### src/rtl/seven_seg_capture.sv
// Two-digit multiplexed 7-segment bus capture.
// Re-assembles frames, decodes hex digits, watches strobe gaps.
module seven_seg_capture #(
  parameter int CBITS   = 15,
  parameter int TIMEOUT = 17502
) (
  input  logic        clk,
  input  logic        rst,
  input  logic [6:0]  segment,
  input  logic        sig,
  output logic [13:0] both7seg,
  output logic [3:0]  hex_hi,
  output logic [3:0]  hex_lo,
  output logic        err_hi,
  output logic        err_lo,
  output logic        frame_valid,
  output logic        timeout
);

  localparam logic [0:0] WAIT_HI = 1'b0;
  localparam logic [0:0] WAIT_LO = 1'b1;

  localparam logic [CBITS-1:0] TMO = CBITS'(TIMEOUT);

  logic [0:0]       state;
  logic [6:0]       hold;
  logic [CBITS-1:0] gap;
  logic [CBITS-1:0] gap_nxt;
  logic             tmo_hit;
  logic [4:0]       dec_hi;
  logic [4:0]       dec_lo;

  // {err, nibble}; unknown patterns decode to 0 with err set
  function automatic logic [4:0] decode(
    input logic [6:0] p
  );
    logic [4:0] r;
    case (p)
      7'h3F:   r = 5'h00;
      7'h06:   r = 5'h01;
      7'h5B:   r = 5'h02;
      7'h4F:   r = 5'h03;
      7'h66:   r = 5'h04;
      7'h6D:   r = 5'h05;
      7'h7D:   r = 5'h06;
      7'h07:   r = 5'h07;
      7'h7F:   r = 5'h08;
      7'h6F:   r = 5'h09;
      7'h77:   r = 5'h0A;
      7'h7C:   r = 5'h0B;
      7'h39:   r = 5'h0C;
      7'h5E:   r = 5'h0D;
      7'h79:   r = 5'h0E;
      7'h71:   r = 5'h0F;
      default: r = 5'h10;
    endcase
    return r;
  endfunction

  assign dec_hi = decode(hold);
  assign dec_lo = decode(segment);

  // Watchdog next value; a strobe always beats the timeout
  always_comb begin
    gap_nxt = '0;
    tmo_hit = 1'b0;
    if (!sig) begin
      if (gap == TMO) begin
        gap_nxt = TMO;
      end else begin
        gap_nxt = gap + 1'b1;
      end
      tmo_hit = (gap_nxt == TMO);
    end
  end

  // Capture FSM, watchdog and published frame registers
  always_ff @(posedge clk) begin
    if (rst) begin
      state       <= WAIT_HI;
      hold        <= '0;
      gap         <= '0;
      both7seg    <= '0;
      hex_hi      <= '0;
      hex_lo      <= '0;
      err_hi      <= 1'b0;
      err_lo      <= 1'b0;
      frame_valid <= 1'b0;
      timeout     <= 1'b0;
    end else begin
      gap         <= gap_nxt;
      frame_valid <= 1'b0;
      if (sig) begin
        timeout <= 1'b0;
      end else if (tmo_hit) begin
        timeout <= 1'b1;
      end
      if (tmo_hit) begin
        state <= WAIT_HI;
        hold  <= '0;
      end else if (sig) begin
        case (state)
          WAIT_HI: begin
            hold  <= segment;
            state <= WAIT_LO;
          end
          default: begin
            both7seg    <= {hold, segment};
            hex_hi      <= dec_hi[3:0];
            err_hi      <= dec_hi[4];
            hex_lo      <= dec_lo[3:0];
            err_lo      <= dec_lo[4];
            frame_valid <= 1'b1;
            state       <= WAIT_HI;
          end
        endcase
      end
    end
  end

endmodule

### config.mk
export PLATFORM = sky130hd
export DESIGN_NAME = seven_seg_capture
export DESIGN_NICKNAME = d
export VERILOG_FILES = /design/src/rtl/seven_seg_capture.sv
export SDC_FILE = /design/constraint.sdc
export NUM_CORES = 1
export LEC_CHECK = 0
export BUFFER_PORTS_ARGS = -buffer_cell sky130_fd_sc_hd__buf_2
export CORE_AREA = 2 2 75 77
export CTS_BUF_LIST = sky130_fd_sc_hd__clkbuf_2 sky130_fd_sc_hd__clkbuf_4 sky130_fd_sc_hd__clkbuf_8
export DETAILED_ROUTE_END_ITERATION = 16
export DIE_AREA = 0 0 77 79
export GPL_TIMING_DRIVEN = 0
export PLACE_DENSITY = 0.87
export SKIP_CTS_REPAIR_TIMING = 1
export SYNTH_ARGS = -nofsm -noshare
export SYNTH_HDL_FRONTEND = slang
export SYNTH_SLANG_ARGS = --single-unit
### constraint.sdc
create_clock -name clk -period 2.03 [get_ports clk]
set_clock_uncertainty 0.1 [all_clocks]
set_input_delay 0.1015 -clock clk [delete_from_list [all_inputs] [get_ports clk]]
set_output_delay 0.1015 -clock clk [all_outputs]
set_load 0.005 [all_outputs]
## Word level (Yosys, flattened, before mapping)

Cells that the tools add are included.

| storage, ports and cells | value |
|---|---|
| output and inout bits | 26 |
| word-level logic and storage cells | 60 |
| bits of input ports | 10 |
| flip-flop bits (word level) | 49 |

| cells by class | value |
|---|---|
| mux-type cells | 7 |
| reductions and logical operators | 5 |
| bitwise gates (word level) | 3 |
| add/sub/neg operators | 1 |
| equality and inequality tests | 34 |

Operators by type and width:

| kind | count |
|---|---|
| equality test 7 bit, second input constant | 24 |
| case mux 5 bit (16 select lines) | 2 |
| equality test 15 bit, second input constant | 2 |
| two-way mux 15 bit | 2 |
| equality test 7 x 3 -> 1 bit, second input constant | 4 |
| equality test 7 x 6 -> 1 bit, second input constant | 4 |
| adder 15 x 1 -> 15 bit, second input constant | 1 |
| OR reduction 2 bit | 2 |
| two-way mux 1 bit | 3 |
| inverter 1 bit | 3 |
| AND reduction 3 bit | 1 |
| OR reduction 3 bit | 1 |
| AND reduction 2 bit | 1 |

## Longest topological paths before layout

Gate-level depths: netlist of run 1.

| logic depth | value |
|---|---|
| depth after elaboration | 7 |
| depth in mapped cells | 7 |
| gate-level depth less buffers | 7 |

## Worst setup path before layout of run 1

Ideal clock, no wire load.

| timing | value |
|---|---|
| path type | flip-flop to flip-flop |
| start | register gap[3] |
| end | register timeout |
| path slack | 92 ps |
| path buffers | 1 |
| setup time | 61 ps |
| cell stages (with the launch flop) | 7 |
| required time | 1869 ps |
| clock period less this slack | 1938 ps |
| arrival time | 1777 ps |
| cell sequence | dfxtp_1 buf_2 nand4_4 nor4_4 xor2_2 o41ai_4 a32o_1 |

| on the way | value |
|---|---|
| cells in the longest elaborated chain, start to end | 5 |
| elaborated cells between the ends (all ways) | 6 |

RTL lines:

| item | line | source |
|---|---|---|
| start, declared | 27 | `logic [CBITS-1:0] gap;` |
| start signal, assigned | 91 | `gap <= gap_nxt;` |
| adder 15 x 1 -> 15 bit / equality test 15 bit (equally long branches) | 71, 68 |  |
| two-way mux 15 bit * | 68 | `if (gap == TMO) begin` |
| two-way mux 15 bit * | 67 | `if (!sig) begin` |
| equality test 15 bit * | 73 | `tmo_hit = (gap_nxt == TMO);` |
| two-way mux 1 bit * | 67 |  |
| end signal, assigned | 89 | `timeout <= 1'b0;` |
| end signal, assigned | 94 | `timeout <= 1'b0;` |
| end signal, assigned | 96 | `timeout <= 1'b1;` |
| end, declared | 17 | `output logic timeout` |

Mark *: on every way between the ends. The rest lies on a longest branch, timed or not. The select of a mux whose other input is x is not followed.
A chain may end at the register's enable or synchronous reset.

## Worst setup path in the final report of run 1

| timing | value |
|---|---|
| start | register gap[0] |
| end | register hold[6] |

| on the way | value |
|---|---|
| cells in the longest elaborated chain, start to end | 6 |
| elaborated cells between the ends (all ways) | 7 |

RTL lines:

| item | line | source |
|---|---|---|
| adder 15 x 1 -> 15 bit / equality test 15 bit (equally long branches) | 71, 68 |  |
| two-way mux 15 bit * | 68 |  |
| two-way mux 15 bit * | 67 |  |
| equality test 15 bit * | 73 |  |
| two-way mux 1 bit * | 67 |  |
| OR reduction 2 bit (no line) * | -- |  |
| end signal, assigned | 104 | `hold <= segment;` |
| end, declared | 26 | `logic [6:0] hold;` |

Marked as above.

==> results.md, run 1 <==
* Status: finished, final reports clean
* Crit path DAT at 2040 ps
* Final total power at 2.02 mW
* Startpoint types: flop
* Htree depth at 2
* Post-route ant nets at 0
* 1st-iter DRT viols at 301
* Design Area, Final at 3240 um2
* Worst vdd ir at 0.412 mV
* CORE AREA at 5340 um2
* Post-DR wirelength/cell at 15.3 um
* Layout fillers at 478
* Post-synth EDFFs at 0
* CTS Buffer Depth at 2
* Crit share post-route at 94.5%
* Drt drc at 0
* Cell area after placement at 3010 um2
* Reg-to-reg startpoint: gap[0]
* Final wirelength at 6.95 mm
* Vias in the first global route at 2,293
* CTS buffer count at 5
* Post-synthesis async set-or-reset flop share at 0%
* PD cells at 623 nW/um2
* Setup WS pre-CTS at -172 ps
* Layout cells sized above 1 at 21.7%
* Synth cell types at 62
* WS Path Type: reg2reg
* Slew @ Worst Pin at 519 ps
* Yosys top cell by area: dfxtp_1
* Slew HR at 65.4%
* CTS tree: built
* Max_cap viols at 0
* Top area cells in the synthesized netlist: dfxtp_1, nand2_1, a21oi_1, nor2_1, clkbuf_1
* Worst hold start: sig
* Row count at 27
* Min-Delay Path Depth at 3
* DRT Pass-1 Iters at 5
* I/O Buffers at 33
* Non-Filler Instances at 455
* Post-Synthesis Cells at 337
* Synthesized Nets at 349
* Post-DP HPWL at 4.82 mm
* Clk Tree Root Cell: clkbuf_8
* Ys Warns at 0
* Synth cell count leaders: dfxtp_1, nand2_1, a21oi_1
* Inst Count DP at 442
* Largest net degree at the start of global routing at 16
* Die X-Extent at 77 um
* FF/Latch Area at 996 um2
* # diodes at 0
* Clk pin slew, worst setup/hold paths at 90 ps
* Synth Flop Type: dfxtp_1
* Congestion Overflow GR at 0
* Synth top area share at 35.6%
* Leak at 1.25 nW
* Worst Setup End Kind: flop
* Final setup viols at 0
* Final worst setup slack at 111 ps
* Worst Path Max Fanout at 8
* Flops & latches, synth at 49
* Layout area overhead at 17.5%
* Pins Over Slew Limit at 0
* FF-to-FF End: hold[6]
* Hold EP: state
* Avg Inst Size Synth at 8.17 um2
* Crit path time final at 1920 ps
* Hold Vio Cnt, Final at 0
* Placer Congestion at 0.936
* Multi-input logic area at 1710 um2
* IO Pins at 36
* Die Y at 79 um
* Nets at 394
* Mapped Area at 2750 um2
* DIE AREA at 6080 um2
* Clk_lat worst skew at 310 ps
* Critical Path RT at 2150 ps
* Gr usage total at 22.2%
* Initial core utilization at 51.6%
* Via count at 2,699
* Global-route wire length before repair at 11.0 mm
* Reg-to-reg slack, setup at 110 ps
* Via/cell ratio at 5.93
* Most frequent cell after synthesis: dfxtp_1
* Antenna violations before repair at 0
* Sink Count at 49
* Reg2reg path depth at 7
* Hold Crit Class: in2reg
* Maximum clock frequency at 521 MHz
* Post-synthesis sequential area ratio at 35.6%
[layout make-up]
class | instances | share of cell area, %
timing repair buffer | 38 | 6.26
multi-input combinational | 258 | 52.9
clock buffer | 6 | 2.36
tap | 72 | 2.78
clock inverter | 2 | 1.20
inverter | 4 | 0.464
sequential | 49 | 30.8
buffer | 26 | 3.25
[flip-flops by register name, indices dropped and copies added (netlist names)]
| name | cells |
|---|---|
| state | 1 |
| hold | 7 |
| err_lo | 1 |
| frame_valid | 1 |
| gap | 15 |
| both7seg | 14 |
| timeout | 1 |
| err_hi | 1 |
| hex_hi | 4 |
| hex_lo | 4 |
[through the flow]
| step | setup TNS, ps | hold slack [ps] | utilization [%] |
|---|---|---|---|
| after detailed placement | -1360 | 344 | 56.4 |
| after floorplan | 0 | 286 | - |
| final | 0 | 75.7 | 60.6 |
| after CTS | -1700 | 53.5 | 58.5 |
| after global routing | -39.5 | 74.0 | 60.6 |
| after global placement | -857 | 340 | 56.4 |
[layout by cell type, fill, tap and decap left out, types with 4 or more instances in the layout]
cell,netlist,routed
nand3_1,16,16
a31oi_1,4,4
inv_1,4,4
buf_2,2,34
a211oi_1,9,9
o21ai_0,11,11
nor3_1,6,5
nor2_1,28,28
nand2_1,42,42
dfxtp_2,0,9
o22ai_1,4,4
buf_4,0,5
and3_1,6,6
clkbuf_8,0,5
nor2b_1,5,5
xnor2_1,6,5
clkbuf_1,24,21
nand3b_1,6,6
a21oi_1,31,31
xor2_1,6,6
dfxtp_1,49,39
mux2i_1,8,7
[how the worst max path moves through the flow]
stage                       from       to  cells after the start  slack [ps]
after global routing      gap[1]  hold[4]                      7         -30
final                     gap[0]  hold[6]                      7         110
after global placement    gap[0]  hold[5]                      6        -110
after detailed placement  gap[0]  hold[6]                      6        -170
after floorplan           gap[3]  timeout                      6          90
after CTS                 gap[0]  hold[6]                      6        -210
[worst max-delay path, stage by stage, from the launching register on]
cell and delay [ps]:
dfxtp_4 410, ha_4 190, nand3_1 180, o211ai_1 220
nor3b_4 270, nor4b_4 60, buf_4 170, a211oi_1 220
[cell families (layout without fill, tap and decap cells)]
logic type,count (synthesis),in the layout,synth area share (%)
AND/OR/NAND/NOR,149,150,30.7
AO/OA/AOI/OAI,83,83,20.3
flip-flops,49,49,35.6
buffers and inverters,31,76,4.32
XOR/XNOR,13,13,4.41
multiplexers,10,10,3.73
adder cells (fa/ha/maj),2,2,0.909
[power by group]
part / internal, mW / switching, mW
clock network: 0.383 / 0.331
registers: 0.997 / 0.0286
logic: 0.106 / 0.172
total: 1.49 / 0.532
[layer usage]
| metal | vias to the layer above | global-route usage [%] | wire length [um] |
|---|---|---|---|
| met5 | - | 0 | 0 |
| met4 | 0 | 6.61 | 84 |
| met3 | 13 | 4.20 | 425 |
| met2 | 124 | 35.6 | 3300 |
| met1 | 1248 | 30.6 | 3140 |
| li1 | 1314 | - | - |
Note: power is estimated with default switching activity, not from simulation.
==> inputs of run 2 (changes only) <==
PLACE_DENSITY = 0.86   (was 0.87)
==> run 2 against run 1 <==
The flow now finishes with violations (negative setup slack). Sequential share of layout area decreased by 0.077 points. Final cell count unchanged. Fmax decreased by 5.9%. Worst setup slack got worse by 120 ps. Die area unchanged. Via count increased by 2.0%. Clock power increased by 0.6%. Hold slack got worse by 8.4 ps. Clock-buffer cell count decreased by 1. Largest cell class unchanged. Largest power group unchanged.
==> results.md, run 2 (synthesis gave the netlist of run 1 again) <==
* Status: finished with violations
* Failing checks: negative setup slack
* Via/cell ratio at 6.05
* Row count at 27
* Post-route ant nets at 0
* Clk pin slew, worst setup/hold paths at 100 ps
* Maximum clock frequency at 491 MHz
* Max_cap viols at 0
* Final setup viols at 1
* Congestion Overflow GR at 0
* Startpoint types: flop
* Slew @ Worst Pin at 507 ps
* Initial core utilization at 51.6%
* CP Buf/Inv Count at 1
* Design Area, Final at 3270 um2
* Drt drc at 0
* Clk_lat worst skew at 310 ps
* CTS tree: built
* Largest net degree at the start of global routing at 17
* Nets at 394
* Crit path from: gap[0]
* 1st-iter DRT viols at 235
* Cell area after placement at 3010 um2
* Gr usage total at 22.2%
* PD cells at 618 nW/um2
* Setup WS pre-CTS at -293 ps
* Sink Count at 49
* Crit-path cells: nand4_1, nor4_4, xor2_2, o41ai_4, buf_6, a211oi_1
* I/O Buffers at 33
* Layout cells sized above 1 at 21.7%
* Top layer in use: met4
* Final wirelength at 7.15 mm
* Non-Filler Instances at 455
* DIE AREA at 6080 um2
* CTS buffer count at 5
* Layout area overhead at 18.7%
* Reg-to-reg startpoint: gap[0]
* Worst vdd ir at 0.505 mV
* Htree depth at 2
* Post-DR wirelength/cell at 15.7 um
* Met3 wire len at 564 um
* # diodes at 0
* Vias in the first global route at 2,342
* Metal1 wirelength at 3.13 mm
* Die X-Extent at 77 um
* CORE AREA at 5340 um2
* Worst hold start: sig
* Crit path time final at 2040 ps
* CP max-delay cell: dfxtp_4
* Inst Count DP at 442
* IO Pins at 36
* Commonest cells after routing, fill and taps aside: nand2_1, dfxtp_1, buf_2
* DRT Pass-1 Iters at 5
* Pins Over Slew Limit at 0
* Top delay family on crit path: simple AND/OR/NAND/NOR gates
* Final total power at 2.02 mW
* Antenna violations before repair at 0
* Layout fillers at 500
* Die Y at 79 um
* Commonest non-fill, non-tap cell in the layout: nand2_1
* Hold Crit Class: in2reg
* Post-DP HPWL at 4.83 mm
* Final worst setup slack at -8.63 ps
* RSZ-0062 raised after global routing: yes
* Clk Tree Root Cell: clkbuf_8
* WS Path Type: reg2reg
* Critical Path RT at 2100 ps
* Via count at 2,753
* CTS Buffer Depth at 2
* Max reg flops at 15
* Met2 wire len at 3.31 mm
* Placer Congestion at 0.935
* Global-route wire length before repair at 11.0 mm
* Hold Vio Cnt, Final at 0
* Crit-path max cell delay at 410 ps
* Worst Setup End Kind: flop
* Crit share post-route at 100%
* Leak at 1.27 nW
* Largest Register: gap
* Slew HR at 66.2%
* Largest regs: gap x15, both7seg x14, hold x7
* Crit path DAT at 2110 ps
* Setup TNS at -8.63 ps
* Worst Path Max Fanout at 9
==> run 2: cell types whose count changed in the layout (fill, tap and decap cells not counted), sizes merged <==
| cell | before | now |
|---|---|---|
| inv | 4 | 5 |
| clkbuf | 30 | 29 |
==> run 2: path summary, 6_finish.rpt <==
kind / to / slack, ps / cells past startpoint
setup / recovery: hold[3] / -9 / 6
hold / removal: state / 70 / 3
setup reg to reg: hold[3] / -9 / 6
hold reg to reg: both7seg[8] / 360 / 2
==> run 2: routing by layer <==
metal | vias to the layer above | GRT usage (%)
met3 | 21 | 5.00
met2 | 126 | 36.1
met1 | 1292 | 29.4
met4 | 0 | 7.32
li1 | 1314 | -
met5 | - | 0
==> run 2: area by class of cell <==
class | instances | area (um2) | area share, %
timing repair buffer | 38 | 210 | 6.43
clock inverter | 3 | 43.8 | 1.34
clock buffer | 5 | 68.8 | 2.10
inverter | 4 | 15.0 | 0.459
sequential | 49 | 1000 | 30.7
multi-input combinational | 258 | 1730 | 53.0
tap | 72 | 90.1 | 2.76
buffer | 26 | 105 | 3.21
==> run 2: metrics by stage <==
stage	hold slack [ps]	utilization, %
after floorplan	286	-
after global placement	342	56.4
after detailed placement	343	56.4
after CTS	49.9	58.5
after global routing	60.4	61.3
final	67.3	61.3
==> run 2: where the power goes <==
| group | switching [mW] | internal, mW | leakage, nW |
|---|---|---|---|
| registers | 0.0278 | 0.994 | 0.404 |
| logic | 0.175 | 0.107 | 0.804 |
| clock network | 0.348 | 0.370 | 0.0585 |
| total | 0.551 | 1.47 | 1.27 |
==> run 2: worst min-delay path, cell delays in order <==
cell	delay, ps
buf_2	150
xnor2_1	150
a211oi_1	50
